$ cat src/rtl/code_pattern_datapath_pkg.sv
// Shared defaults, word/address types and a width helper for the code pattern datapath.
`default_nettype none

package code_pattern_datapath_pkg;

  localparam int C_CODE_W    = 8;
  localparam int C_ADDR_W    = 4;
  localparam int C_N_CODES   = 10;
  localparam int C_ROM_LAT   = 2;
  localparam int C_BIT_TICKS = 4;

  typedef logic [C_CODE_W-1:0] code_t;
  typedef logic [C_ADDR_W-1:0] addr_t;

  // Counter width able to hold 0..v-1, never narrower than one bit.
  function automatic int clog2_min1(input int v);
    return (v <= 2) ? 1 : $clog2(v);
  endfunction

endpackage

`default_nettype wire

$ cat src/rtl/code_pattern_datapath_bit_serializer.sv
// MSB-first shifter: holds each bit for BIT_TICKS advance cycles and flags the last tick of the word.
`default_nettype none

module bit_serializer
  import code_pattern_datapath_pkg::*;
#(
  parameter int CODE_W    = C_CODE_W,
  parameter int BIT_TICKS = C_BIT_TICKS
) (
  input  logic              clk,
  input  logic              rst_n,
  input  logic              i_clear,
  input  logic              i_load,
  input  logic              i_adv,
  input  logic [CODE_W-1:0] i_code,
  output logic              o_ser_out,
  output logic              o_done_gen
);

  localparam int BC_W = clog2_min1(CODE_W);
  localparam int TK_W = clog2_min1(BIT_TICKS);

  logic [CODE_W-1:0] r_sreg;
  logic [BC_W-1:0]   r_bit_cnt;
  logic [TK_W-1:0]   r_tick_cnt;
  logic              w_last_tick;

  assign w_last_tick = (r_tick_cnt == TK_W'(BIT_TICKS - 1));
  assign o_done_gen  = i_adv & w_last_tick & (r_bit_cnt == '0);
  // Follows the register even while paused, so a gap just stretches the current bit.
  assign o_ser_out   = r_sreg[CODE_W-1];

  always_ff @(posedge clk or negedge rst_n) begin
    if (!rst_n) begin
      r_sreg     <= '0;
      r_bit_cnt  <= '0;
      r_tick_cnt <= '0;
    end else if (i_clear) begin
      r_sreg     <= '0;
      r_bit_cnt  <= '0;
      r_tick_cnt <= '0;
    end else if (i_load) begin
      r_sreg     <= i_code;
      r_bit_cnt  <= BC_W'(CODE_W - 1);
      r_tick_cnt <= '0;
    end else if (i_adv) begin
      if (w_last_tick) begin
        r_tick_cnt <= '0;
        r_sreg     <= {r_sreg[CODE_W-2:0], 1'b0};
        r_bit_cnt  <= r_bit_cnt - BC_W'(1);
      end else begin
        r_tick_cnt <= r_tick_cnt + TK_W'(1);
      end
    end
  end

endmodule

`default_nettype wire

$ cat src/rtl/code_pattern_datapath.sv
// Datapath under FSM enables: ROM word fetch, serial pattern output, address walk and XOR checksum display.
`default_nettype none

module code_pattern_datapath
  import code_pattern_datapath_pkg::*;
#(
  parameter int CODE_W    = C_CODE_W,
  parameter int ADDR_W    = C_ADDR_W,
  parameter int N_CODES   = C_N_CODES,
  parameter int ROM_LAT   = C_ROM_LAT,
  parameter int BIT_TICKS = C_BIT_TICKS
) (
  input  logic              clk,
  input  logic              rst_n,
  input  logic              i_init_data_ena,
  input  logic              i_read_cod_ena,
  input  logic              i_init_cnt_ena,
  input  logic              i_count_ena,
  input  logic              i_sw_led_ena,
  output logic [ADDR_W-1:0] o_rom_addr,
  output logic              o_rom_rd,
  input  logic [CODE_W-1:0] i_rom_data,
  output logic              o_done_cod,
  output logic              o_done_gen,
  output logic              o_done_fin,
  output logic              o_ser_out,
  output logic [CODE_W-1:0] o_led
);

  localparam int LAT_W = clog2_min1(ROM_LAT + 1);
  localparam int AF_W  = ADDR_W + 1;

  // One extra address bit so N_CODES == 2**ADDR_W is still reachable.
  logic [AF_W-1:0]   r_addr;
  logic [LAT_W-1:0]  r_lat_cnt;
  logic [CODE_W-1:0] r_code;
  logic [CODE_W-1:0] r_csum;
  logic [CODE_W-1:0] r_led;

  logic w_rd_sel;
  logic w_load;
  logic w_adv;
  logic w_led_sel;
  logic w_capture;
  logic w_done_gen;
  logic w_done_fin;

  assign w_rd_sel  = i_read_cod_ena & ~i_init_data_ena;
  assign w_load    = i_init_cnt_ena & ~i_init_data_ena & ~i_read_cod_ena;
  assign w_adv     = i_count_ena & ~i_init_data_ena & ~i_read_cod_ena & ~i_init_cnt_ena;
  assign w_led_sel = i_sw_led_ena & ~i_init_data_ena & ~i_read_cod_ena
                     & ~i_init_cnt_ena & ~i_count_ena;

  assign w_capture  = w_rd_sel & (r_lat_cnt == LAT_W'(ROM_LAT));
  assign w_done_fin = (r_addr == AF_W'(N_CODES));

  assign o_rom_rd   = w_rd_sel & (r_lat_cnt == '0);
  assign o_done_cod = w_capture;
  assign o_done_gen = w_done_gen;
  assign o_done_fin = w_done_fin;
  assign o_rom_addr = r_addr[ADDR_W-1:0];
  assign o_led      = r_led;

  // Any cycle without read_cod_ena (including a higher-priority enable) abandons a pending read.
  always_ff @(posedge clk or negedge rst_n) begin
    if (!rst_n) begin
      r_lat_cnt <= '0;
    end else if (w_rd_sel) begin
      r_lat_cnt <= w_capture ? '0 : r_lat_cnt + LAT_W'(1);
    end else begin
      r_lat_cnt <= '0;
    end
  end

  always_ff @(posedge clk or negedge rst_n) begin
    if (!rst_n) begin
      r_code <= '0;
      r_csum <= '0;
    end else if (w_capture) begin
      r_code <= i_rom_data;
      r_csum <= r_csum ^ i_rom_data;
    end
  end

  always_ff @(posedge clk or negedge rst_n) begin
    if (!rst_n) begin
      r_addr <= '0;
    end else if (w_done_gen && !w_done_fin) begin
      r_addr <= r_addr + AF_W'(1);
    end
  end

  always_ff @(posedge clk or negedge rst_n) begin
    if (!rst_n) begin
      r_led <= '0;
    end else begin
      r_led <= w_led_sel ? r_csum : '0;
    end
  end

  bit_serializer #(
    .CODE_W    (CODE_W),
    .BIT_TICKS (BIT_TICKS)
  ) u_bit_serializer (
    .clk        (clk),
    .rst_n      (rst_n),
    .i_clear    (i_init_data_ena),
    .i_load     (w_load),
    .i_adv      (w_adv),
    .i_code     (r_code),
    .o_ser_out  (o_ser_out),
    .o_done_gen (w_done_gen)
  );

endmodule

`default_nettype wire

$ cat config.mk
export PLATFORM = sky130hd
export DESIGN_NAME = code_pattern_datapath
export DESIGN_NICKNAME = d
export VERILOG_FILES = /design/src/rtl/code_pattern_datapath_pkg.sv /design/src/rtl/code_pattern_datapath_bit_serializer.sv /design/src/rtl/code_pattern_datapath.sv
export SDC_FILE = /design/constraint.sdc
export NUM_CORES = 1
export LEC_CHECK = 0
export CAP_MARGIN = 20
export CORE_ASPECT_RATIO = 0.5
export CORE_MARGIN = 3
export CORE_UTILIZATION = 47
export DETAILED_ROUTE_END_ITERATION = 16
export PLACE_DENSITY_LB_ADDON = 0.3
export SLEW_MARGIN = 20
export SYNTH_ARGS = -nofsm -noshare
export SYNTH_HDL_FRONTEND = slang
export SYNTH_SLANG_ARGS = --single-unit
$ cat constraint.sdc
create_clock -name clk -period 1.3 [get_ports clk]
set_input_delay 0.26 -clock clk [delete_from_list [all_inputs] [get_ports clk]]
set_output_delay 0.26 -clock clk [all_outputs]
set_load 0.05 [all_outputs]
; After elaboration in Yosys (flattened, before gate mapping)
; Index checks and enable logic that the tools add are counted.
[classes]
n_addsub = 4
eq_ne = 3
n_mux = 15
bitwise_logic = 19
reduce_logical = 7
[ops]
columns = cell, n
row1 = $mux W8, 5
row2 = $and A1 B1 Y1, 14
row3 = $mux W2, 6
row4 = $mux W3, 4
row5 = $xor A8 B8 Y8, 1
row6 = $reduce_bool A3 Y1, 2
row7 = $add A5 B1 Y5 const B, 1
row8 = $eq A5 B4 Y1 const B, 1
row9 = $add A2 B1 Y2 const B, 2
row10 = $eq A2 B2 Y1 const B, 2
row11 = $not A1 Y1, 4
row12 = $logic_not A3 Y1, 1
row13 = $sub A3 B1 Y3 const B, 1
row14 = $logic_not A2 Y1, 1
row15 = $reduce_and A2 Y1, 1
row16 = $logic_and A1 B1 Y1, 1
row17 = $logic_not A1 Y1, 1
[word_totals]
reg_bits = 44
output_inout_bits = 17
elab_cells = 56

; Logic depth before layout (Yosys ltp)
[logic_depth]
ltp_word = 7
mapped_depth = 6
ltp_nobuf = 5

; Hierarchy
; From an unflattened synthesis, not the netlist that was laid out.
[hier_totals]
cells_unflattened = 160
hier_area_um2 = 2020.7
[modules_own_cells]
columns = mod, instances, cells_each, area_per_inst_um2, seq_area_each_um2
row1 = code_pattern_datapath, 1, 101, 1348.8, 775.7
row2 = bit_serializer, 1, 59, 671.9, 325.3

; Worst setup path before layout
; No wires, ideal clock.
[synth_path]
path_type = input -> output
start = input i_init_data_ena
end = output o_rom_rd
arrival_time_ns = 2.306
setup_slack_ns = -1.266
stages = 3
cell_sequence = buf_2 -> buf_1 -> nor4b_1
[synth_between]
elab_chain_cells = 3
[synth_lines]
columns = element, line
row1 = from (decl), code_pattern_datapath.sv:15  ; input logic i_init_data_ena,
row2 = $not A1 Y1, code_pattern_datapath.sv:48  ; assign w_rd_sel = i_read_cod_ena & ~i_init_data_ena;
row3 = $and A1 B1 Y1, code_pattern_datapath.sv:48
row4 = $and A1 B1 Y1, code_pattern_datapath.sv:57  ; assign o_rom_rd = w_rd_sel & (r_lat_cnt == '0);
row5 = to (decl), code_pattern_datapath.sv:21  ; output logic o_rom_rd,
; No other way between the ends.

; Worst setup path after layout
[layout_path]
start = register r_lat_cnt[0]
end = output o_rom_rd
[layout_between]
elab_chain_cells = 2
[layout_lines]
columns = element, line
row1 = from (decl), code_pattern_datapath.sv:35  ; logic [LAT_W-1:0] r_lat_cnt;
row2 = from (signal assigned), code_pattern_datapath.sv:69  ; r_lat_cnt <= w_capture ? '0 : r_lat_cnt + LAT_W'(1);
row3 = $logic_not A2 Y1, code_pattern_datapath.sv:57
row4 = $and A1 B1 Y1, code_pattern_datapath.sv:57
; No other way between the ends.

==> impl_metrics.json <==
{
  "outcome": "finished with violations",
  "violations": "setup timing",
  "worst_pin_slew_ns": 0.318,
  "die_area_um2": 5080,
  "cts_buffers": 5,
  "setup-tns-final_ns": -3.40,
  "grt_pass1_vias": 1499,
  "drtPass1Iterations": 4,
  "routed_wl_um": 5000,
  "die-width_um": 97.9,
  "synth-seq-area-share_pct": 55.5,
  "via_per_inst": 5.23,
  "wire_per_inst_um": 17.4,
  "critical_path_class": "reg2out",
  "syn_nets": 189,
  "syn-cell-area_um2": 1980,
  "vias": 1500,
  "start_util_pct": 53.1,
  "dp_worst_setup_slack_ns": -0.689,
  "path_clk_slew_ns": 0.08,
  "setup_slack_ns": -0.337,
  "clockBufferDepth": 2,
  "period_minus_slack_ns": 1.64,
  "fin_crit_sh_pct": 126,
  "setup_violations": 20,
  "place_hpwl_um": 2790,
  "core_um2": 3730,
  "slew_viol_final": 0,
  "final_common_cell": "dfrtp_1",
  "ant_nets": 0,
  "grt.total_usage_pct": 19.5,
  "endpoint_kind": "output pin",
  "synth-edff-count": 0,
  "routed.top_layer": "met4",
  "place.gp.congestion": 0.756,
  "p_comb_share_pct": 18.7,
  "rsz0062_at_grt": "yes",
  "powerDensity_nw_per_um2": 970,
  "relSlewSlack_pct": 78.5,
  "die_h_um": 51.9,
  "drc_errors": 0,
  "ys_ff_latch": 44,
  "hp-class": "in2reg",
  "first_iter_violations": 47,
  "cp-start-kind": "register",
  "mostFrequentLayoutCells": "dfrtp_1 (43), buf_4 (29), nand2_1 (26), buf_12 (18)",
  "max_cap_viol_count": 0,
  "power_leakage_nw": 1.49,
  "htreeDepth": 2,
  "wl_met2_um": 2460,
  "num_io_pins": 32,
  "cts_tree": "yes",
  "yosys.cell_types.count": 36,
  "gr-total-overflow": 0,
  "clockPowerShare_pct": 28.3,
  "cts_sinks": 44,
  "p_int_mw": 2.16,
  "max_freq_mhz": 611,
  "postSynthCellCount": 169,
  "antenna_found_initial": 0,
  "ys_warn_count": 0,
  "synthToLayoutAreaGrowth_pct": 55.2,
  "syn_area_per_cell_um2": 11.7,
  "synth_ff_type": "dfrtp_1",
  "async_flop_share_pct": 100,
  "wl_met3_um": 155,
  "drive_above_1_share_pct": 45.8,
  "skew_ns": 0.00425,
  "cp_max_fo": 3,
  "finalHoldViolCount": 0,
  "clk_latency_ns": 0.30,
  "port_buffers": 31,
  "wl_met1_um": 2330,
  "switching_share_pct": 27.7,
  "grt_max_degree": 45,
  "ir_drop_uv": 707,
  "nNetsFinal": 256,
  "cts_root_buf": "clkbuf_8",
  "switching_power_uw": 828,
  "arrival_ns": 1.38,
  "grt_pass1_wl_um": 7510,
  "n_antenna_cell": 0,
  "seqPwrFrac_pct": 53.0,
  "r2r_setup_slack_ns": -0.22,
  "row_count": 15,
  "required_ns": 1.04
}
==> cells in the mapped netlist, drive strengths merged, types with 4 or more instances <==
library cell   n  area (um^2)
buf           10         71.3
nor2           5         18.8
ha             5         62.6
nor2b          7         43.8
dfrtp         44         1100
and3           8         50.1
xnor2          9         78.8
mux2          14          158
inv            8         30.0
nand2         26         97.6
nor3           4         25.0
mux2i          5         50.1
==> worst max-delay path, stage by stage, from the launching register on <==
cell and delay [ns]:
dfrtp_1 0.43, buf_4 0.17, nor4b_4 0.30, buf_12 0.18
==> stage by stage <==
stage                     util, %  instances  total power [mW]  hold WS (ns)  area (um^2)
after floorplan                 -        169              1.82       -0.0356         2030
after global placement       71.8        263              2.02         0.249         2680
after detailed placement     71.8        263              2.05         0.261         2680
after CTS                    80.4        285              2.96         0.310         3000
after global routing         82.4        287              3.14         0.318         3080
final                        82.4        287              2.99         0.309         3080
==> power by group through the flow <==
stage               Clock [mW]  Combinational (mW)  Sequential, mW
global placement             0               0.428            1.59
finish                   0.846               0.558            1.58
CTS                      0.865               0.521            1.58
detailed placement           0               0.448            1.60
floorplan                    0               0.228            1.59
global route             0.944               0.600            1.60
==> final timing paths <==
kind	start	to	depth (start not counted)
worst max-delay path	r_lat_cnt[0]$_DFF_PN0_	o_rom_rd	3
worst min-delay path	i_read_cod_ena	u_bit_serializer.r_bit_cnt[2]$_DFFE_PN0P_	3
worst max register to register	u_bit_serializer.r_tick_cnt[1]$_DFFE_PN0P_	u_bit_serializer.r_sreg[1]$_DFFE_PN0P_	6
worst min register to register	r_csum[6]$_DFFE_PN0P_	r_csum[6]$_DFFE_PN0P_	1
max in group asynchronous	rst_n	r_lat_cnt[1]$_DFF_PN0_	3
min in group asynchronous	rst_n	o_led[6]$_DFF_PN0_	3
==> logic make-up after synthesis <==
family	after synthesis	share of synthesized area, %
xor+xnor	12	5.30
mux	19	10.5
fa+ha+maj	5	3.15
flops	44	55.5
compound gates	5	1.95
simple gates	65	18.3
buf+inv	19	5.30
==> flip-flops by register name (all words and copies together) (netlist names) <==
signal / flops
o_led: 8
r_code: 8
r_csum: 8
u_bit_serializer.r_sreg: 8
r_addr: 5
u_bit_serializer.r_bit_cnt: 3
r_lat_cnt: 2
u_bit_serializer.r_tick_cnt: 2
==> layer usage <==
metal / vias to the layer above / global-route usage [%]
li1: 694 / -
met1: 766 / 24.1
met2: 30 / 34.0
met3: 10 / 5.22
met4: 0 / 6.21
met5: - / 0
==> cell type report <==
type,instances,area [um^2]
flip-flops and latches,44,1100
multi-input cells,106,965
repair buffers,71,835
fillers,201,656
clock buffers,5,68.8
well taps,51,63.8
inverters,8,32.5
clock inverters,2,12.5
==> timing repair <==
item | in CTS | in global routing
hold buffers | 1 | 0
resized for setup | 45 | 18
pin swaps | 13 | 7
gates cloned | 1 | 0
setup endpoints to repair | 45 | 24
buffers inserted | 13 | 5
endpoints found under the hold margin | 44 | 0
Note: power is estimated with default switching activity, not from simulation.
